===== src/rtl/sequence_tx_generator.sv =====
// rtl/sequence_tx_generator.sv - serial pattern transmitter, MSB-first, with repeats and idle gaps
// Shifts a captured pattern word out one bit per clock for a programmable number of passes.
module sequence_tx_generator #(
  parameter int MAX_LEN    = 16,
  parameter int CNT_W      = 5,
  parameter int REP_W      = 4,
  parameter int GAP_CYCLES = 0
) (
  input  logic               clock,
  input  logic               reset,
  input  logic               start,
  input  logic [MAX_LEN-1:0] pattern_in,
  input  logic [CNT_W-1:0]   length_in,
  input  logic [REP_W-1:0]   repeat_in,
  input  logic               idle_level,
  output logic               sequence_out,
  output logic               bit_valid,
  output logic               busy,
  output logic               done,
  output logic               err
);

  localparam int IDX_W = (MAX_LEN > 1) ? $clog2(MAX_LEN) : 1;
  localparam logic [CNT_W:0] MAX_LEN_C = (CNT_W+1)'(MAX_LEN);
  localparam logic [7:0]     GAP_LAST  = 8'(GAP_CYCLES - 1);

  typedef enum logic [1:0] {S_IDLE, S_SHIFT, S_GAP} state_t;

  state_t             state_q, state_d;
  logic [MAX_LEN-1:0] pat_q, pat_d;
  logic [IDX_W-1:0]   last_q, last_d;
  logic [IDX_W-1:0]   idx_q, idx_d;
  logic [REP_W-1:0]   rep_q, rep_d;
  logic [7:0]         gap_q, gap_d;
  logic               idle_q, idle_d;
  logic               seq_q, seq_d;
  logic               bv_q, bv_d;
  logic               busy_q, busy_d;
  logic               done_q, done_d;
  logic               err_q, err_d;

  logic               len_ok;
  logic [IDX_W-1:0]   len_last;

  assign len_ok   = (length_in != '0) && ({1'b0, length_in} <= MAX_LEN_C);
  assign len_last = IDX_W'(length_in - 1'b1);

  always_comb begin
    state_d = state_q;
    pat_d   = pat_q;
    last_d  = last_q;
    idx_d   = idx_q;
    rep_d   = rep_q;
    gap_d   = gap_q;
    idle_d  = idle_q;
    seq_d   = seq_q;
    bv_d    = 1'b0;
    busy_d  = 1'b0;
    done_d  = 1'b0;
    err_d   = 1'b0;
    case (state_q)
      S_IDLE: begin
        seq_d = idle_level;
        if (start) begin
          if (len_ok) begin
            state_d = S_SHIFT;
            pat_d   = pattern_in;
            last_d  = len_last;
            idx_d   = len_last;
            rep_d   = repeat_in;
            idle_d  = idle_level;
            seq_d   = pattern_in[len_last];
            bv_d    = 1'b1;
            busy_d  = 1'b1;
          end else begin
            err_d = 1'b1;
          end
        end
      end
      S_SHIFT: begin
        busy_d = 1'b1;
        if (idx_q != '0) begin
          idx_d = idx_q - 1'b1;
          seq_d = pat_q[idx_q - 1'b1];
          bv_d  = 1'b1;
        end else if (rep_q != '0) begin
          rep_d = rep_q - 1'b1;
          if (GAP_CYCLES > 0) begin
            state_d = S_GAP;
            gap_d   = GAP_LAST;
            seq_d   = idle_q;
          end else begin
            idx_d = last_q;
            seq_d = pat_q[last_q];
            bv_d  = 1'b1;
          end
        end else begin
          state_d = S_IDLE;
          seq_d   = idle_q;
          busy_d  = 1'b0;
          done_d  = 1'b1;
        end
      end
      S_GAP: begin
        busy_d = 1'b1;
        seq_d  = idle_q;
        // gap_q holds the number of gap cycles still to go after this one
        if (gap_q == '0) begin
          state_d = S_SHIFT;
          idx_d   = last_q;
          seq_d   = pat_q[last_q];
          bv_d    = 1'b1;
        end else begin
          gap_d = gap_q - 1'b1;
        end
      end
      default: state_d = S_IDLE;
    endcase
  end

  always_ff @(posedge clock) begin
    if (reset) begin
      state_q <= S_IDLE;
      pat_q   <= '0;
      last_q  <= '0;
      idx_q   <= '0;
      rep_q   <= '0;
      gap_q   <= '0;
      idle_q  <= 1'b0;
      seq_q   <= 1'b0;
      bv_q    <= 1'b0;
      busy_q  <= 1'b0;
      done_q  <= 1'b0;
      err_q   <= 1'b0;
    end else begin
      state_q <= state_d;
      pat_q   <= pat_d;
      last_q  <= last_d;
      idx_q   <= idx_d;
      rep_q   <= rep_d;
      gap_q   <= gap_d;
      idle_q  <= idle_d;
      seq_q   <= seq_d;
      bv_q    <= bv_d;
      busy_q  <= busy_d;
      done_q  <= done_d;
      err_q   <= err_d;
    end
  end

  assign sequence_out = seq_q;
  assign bit_valid    = bv_q;
  assign busy         = busy_q;
  assign done         = done_q;
  assign err          = err_q;

endmodule

===== config.mk =====
export PLATFORM = sky130hd
export DESIGN_NAME = sequence_tx_generator
export DESIGN_NICKNAME = d
export VERILOG_FILES = /design/src/rtl/sequence_tx_generator.sv
export SDC_FILE = /design/constraint.sdc
export NUM_CORES = 1
export LEC_CHECK = 0
export ABC_AREA = 1
export CELL_PAD_IN_SITES_DETAIL_PLACEMENT = 1
export CELL_PAD_IN_SITES_GLOBAL_PLACEMENT = 2
export CORE_UTILIZATION = 28
export DETAILED_ROUTE_END_ITERATION = 6
export PLACE_DENSITY_LB_ADDON = 0.1
export SLEW_MARGIN = 20
export SYNTH_ARGS = -nofsm -noshare
export SYNTH_HDL_FRONTEND = slang
export SYNTH_SLANG_ARGS = --single-unit

===== constraint.sdc =====
create_clock -name clock -period 2.3 [get_ports clock]
set_input_delay 0.23 -clock clock [delete_from_list [all_inputs] [get_ports clock]]
set_output_delay 0.23 -clock clock [all_outputs]
set_load 0.05 [all_outputs]

# Word-level counts from Yosys, hierarchy flattened
# Cells that the tools add are included.
classes:
  muxes: 38
  order_cmp: 4
  add_sub_neg: 4
  reduce_logical: 15
  n_bitwise: 4
  n_eq_ne: 9
ops:
  columns: ["op", "count"]
  rows:
  - ["$mux 4", 9]
  - ["$lt 4x5->1 const B", 3]
  - ["$mux 1", 15]
  - ["$reduce_and 5->1", 3]
  - ["$bmux 1 s4", 3]
  - ["$ne 2x2->1 const B", 6]
  - ["$pmux 4 s3", 1]
  - ["$sub 4x1->4 const B", 3]
  - ["$mux 2", 5]
  - ["$pmux 1 s3", 3]
  - ["$logic_not 8->1", 1]
  - ["$pmux 4 s2", 1]
  - ["$reduce_bool 4->1", 2]
  - ["$sub 8x1->8 const B", 1]
  - ["$pmux 2 s3", 1]
  - ["$reduce_or 3->1", 2]
  - ["$le 5x5->1 const B", 1]
  - ["$reduce_bool 5->1", 1]
  - ["$not 1->1", 4]
  - ["$ne 3x3->1 const B", 1]
  - ["$reduce_and 3->1", 1]
  - ["$reduce_bool 3->1", 1]
  - ["$eq 2x1->1 const B", 1]
  - ["$eq 2x2->1 const B", 1]
  - ["4 further kinds", 4]
totals:
  ff_bits: 44
  out_inout_bits: 5
  input_bits: 29
  elab_cells: 86

# Logic depth before layout (Yosys ltp)
depth:
  depth_word: 6
  ltp_mapped: 15
  ltp_nobuf: 13

# Worst setup path before layout
# OpenSTA, ideal clock, no wires.
synth_timing:
  path_type: "input-to-reg"
  from: "input port length_in[0]"
  to: "register pat_q[0]"
  required_time_ps: 2181
  setup_slack_ps: 655
  arrival_ps: 1526
  setup_time_ps: 119
  path_stages: 13
  cell_sequence: "buf_4 -> inv_2 -> buf_4 -> ha_1 -> nand2_1 -> nor2_1 -> nand2_1 -> nand2_2 -> nor2_4 -> nand2_4 -> buf_2 -> o21ai_0 -> a21oi_1"
synth_between:
  elab_chain_cells: 3
  word_cells_on_any_way: 4
synth_lines:
  columns: ["element", "line", "rtl"]
  rows:
  - ["start, declared", "13", "input logic [CNT_W-1:0] length_in,"]
  - ["$le 5x5->1 or $reduce_bool 5->1 (tied branches)", "45", "assign len_ok = (length_in != '0) && ({1'b0, length_in} <= MAX_LEN_C);"]
  - ["$logic_and 1x1->1 *", "45", null]
  - ["$reduce_and 3->1 (no source line) *", null, null]
  - ["end signal, assigned", "137", "pat_q <= pat_d;"]
  - ["end, declared", "30", "logic [MAX_LEN-1:0] pat_q, pat_d;"]
# Every way passes the cells marked *; elsewhere a longest branch is shown, timed or not.
# A chain may end at the register's enable or synchronous reset.

# Worst setup path after layout
layout_timing:
  from: "input port length_in[0]"
  to: "register seq_q, in the netlist sequence_out"
layout_between:
  elab_chain_cells: 6
  word_cells_on_any_way: 9
layout_lines:
  columns: ["element", "line", "rtl"]
  rows:
  - ["$sub 4x1->4", "46", "assign len_last = IDX_W'(length_in - 1'b1);"]
  - ["$bmux 1 s4", "72", "seq_d = pattern_in[len_last];"]
  - ["$mux 1 (not written as such)", "72", null]
  - ["$mux 1 *", "65", "if (len_ok) begin"]
  - ["$mux 1 *", "64", "if (start) begin"]
  - ["$pmux 1 s3 *", "61", "case (state_q)"]
  - ["end signal, assigned", "143", "seq_q <= seq_d;"]
  - ["end, declared", "36", "logic seq_q, seq_d;"]
# Every way passes the cells marked *; elsewhere a longest branch is shown, timed or not. The select of a mux whose other input is x is not followed.

==> results.ini <==
[status]
outcome=finished clean

[finish]
num-nets-final=383
instances_no_fill=448
nFillCells=909
post-route-util_pct=37.3
drive_gt1_share_pct=7.67
syn_to_final_growth_pct=26.7
multi_input_area_um2=1080
diodes=0
register_area_um2=681

[clock_network]
htreeDepth=2
cts_hold_buf=0
cts_tree=built
cts_root_buffer=clkbuf_8
clk_latency_ps=280
clock-sinks=34
cts_made_buffers=5
post_cts_buffers=0
clock_path_buffers=2
clk_pin_slew_ps=70
postCtsResizedCells=0

[global_route]
grt_usage_pct=18.4
grt_max_degree=23
grt-ovfl-total=0
grt_pass1_vias=2116
grt_pass1_wl_um=10700
antenna_found_initial=0

[detailed_routing]
route.detailed.drc=0
routedWlPerCell_um=13.8
dr.pass1.iters=4
via_count=2040
drtAntennaViolNets=0
drt_wl_total_um=6170
drt_iter0_drc=66
viasPerCell=4.55

[logic_synthesis]
yosys.area.top_type=dfxtp_1
post_synth.cell_area_avg_um2=6.40
synth.net_count=350
yosysWarnings=0
ys_ff_latch=34
yosysUniqueCellTypes=25
seq_area_frac_synth_pct=33.4
synth_top_area_share_pct=33.4
yosys-top-cells-area=dfxtp_1, nand2_1, o21ai_0
syn-cell-area_um2=2040
syn_inst=318

[place]
place_inst=440
gp_congestion=0.757
dpl.hpwl_um=4920
port_buffers=33

[die]
io_pins=34
rows=30
die_area_um2=7620
fp.dieW_um=87.3
core-area_um2=6910
start_util_pct=29.5
fp.dieH_um=87.3

[worst_setup_path]
required_ps=2530
cp-start-kind=input port
crit_path_end_kind=flop
path_class=input port to flop
critPathArrivalTime_ps=2140
worstPathMaxFanout=8
r2r_cells=11

[job]
max_cap_viol_count=0

[pwr]
powerDensity_nw_per_um2=702
peakVddDrop_uv=215
cellLeakagePower_nw=1.11

[timing]
fmax_mhz=523
hold_viol=0
drv_slew=0
slew_headroom_pct=66.4
tightest_slew_ps=503
fin_crit_sh_pct=83.2
whs_ps=464
rsz0062_at_grt=false
period_needed_ps=1910
finClkSkew_ps=5.93
setup_viol=0
fin_tns_setup_ps=0

[min_path]
hold_path_class=flop to flop
min_path_cells=2

==> Yosys cell counts <==
| master | count |
|---|---|
| buf_2 | 5 |
| inv_2 | 5 |
| ha_1 | 3 |
| a21oi_1 | 30 |
| o21ai_0 | 39 |
| nor2_4 | 1 |
| xnor2_1 | 2 |
| clkbuf_1 | 5 |
| nand3_1 | 33 |
| o211ai_1 | 7 |
| nand3_2 | 1 |
| inv_1 | 42 |
| dfxtp_1 | 34 |
| nor2_1 | 32 |
| buf_4 | 4 |
| nand2_2 | 2 |
| clkbuf_2 | 1 |
| nand2_4 | 1 |
| xor2_1 | 4 |
| o21ai_1 | 1 |
| mux2i_1 | 1 |
| nand2_1 | 60 |
| o21ai_2 | 1 |
| nor3_1 | 2 |
| buf_6 | 2 |
==> final timing paths <==
kind	startpoint	to	slack, ps
worst max-delay path	length_in[0]	sequence_out	390
worst min-delay path	idle_q	idle_q	460
worst max register to register	idx_q[0]	sequence_out	600
worst min register to register	idle_q	idle_q	460
==> metrics by stage <==
| stage | instance area (um2) | power (mW) | setup WS (ps) |
|---|---|---|---|
| floorplan | 2040 | 1.09 | 655 |
| global placement | 2470 | 1.28 | 39.9 |
| detailed placement | 2470 | 1.29 | 44.7 |
| CTS | 2580 | 1.84 | 344 |
| global route | 2580 | 1.95 | 184 |
| finish | 2580 | 1.81 | 387 |
==> routing by layer <==
metal  vias up  GRT usage, %  wire (um)
met4         0          4.17          0
li1       1084             -          -
met5         -             0          0
met1       933          26.4       3380
met2        23          28.9       2690
met3         0          2.84         98
==> cells in the final DEF, fill, tap and decap left out, drive strengths merged <==
cell type,count
o211ai,7
inv,47
a21oi,30
buf,10
dfxtp,34
nand2,63
clkbuf,7
nand3,34
clkdlybuf4s50,33
o21ai,41
xor2,4
nor3,2
nor2,33
xnor2,2
bufinv,1
mux2i,1
ha,3
==> registers in the layout, summed over array words and instances (netlist names) <==
signal / flops
bit_valid: 1
done: 1
err: 1
idle_q: 1
idx_q: 4
last_q: 4
pat_q: 16
rep_q: 4
sequence_out: 1
state_q: 1
==> critical path, cell delays in order <==
cell and delay (ps):
clkdlybuf4s50_1 490, inv_2 40, ha_1 500, inv_1 170, nor2_1 120, o21ai_0 80
nand3_1 90, nand3_1 80, nand2_1 110, nand2_1 50, nand2_1 60, nand2_1 60
nand2_1 60
==> power by group <==
part | total [mW] | internal (mW) | switching, mW
registers | 0.678 | 0.643 | 0.0346
logic | 0.589 | 0.227 | 0.362
clock network | 0.542 | 0.324 | 0.218
==> logic make-up (layout without fill, tap and decap cells) <==
group / after synthesis / in the layout / synth area share [%]
mux: 1 / 1 / 0.492
buf+inv: 64 / 98 / 13.6
compound gates: 78 / 78 / 20.2
xor+xnor: 6 / 6 / 2.58
fa+ha+maj: 3 / 3 / 1.84
simple gates: 132 / 132 / 27.8
flops: 34 / 34 / 33.4
==> cell type report <==
cell class                      instances  share of cell area, %
Sequential cell                        34                   26.4
Clock inverter                          1                   1.16
Timing Repair Buffer                   43                   16.2
Tap cell                               96                   4.66
Multi-Input combinational cell        220                   41.8
Inverter                               47                   6.84
Clock buffer                            7                   2.96
Note: power is estimated with default switching activity, not from simulation.
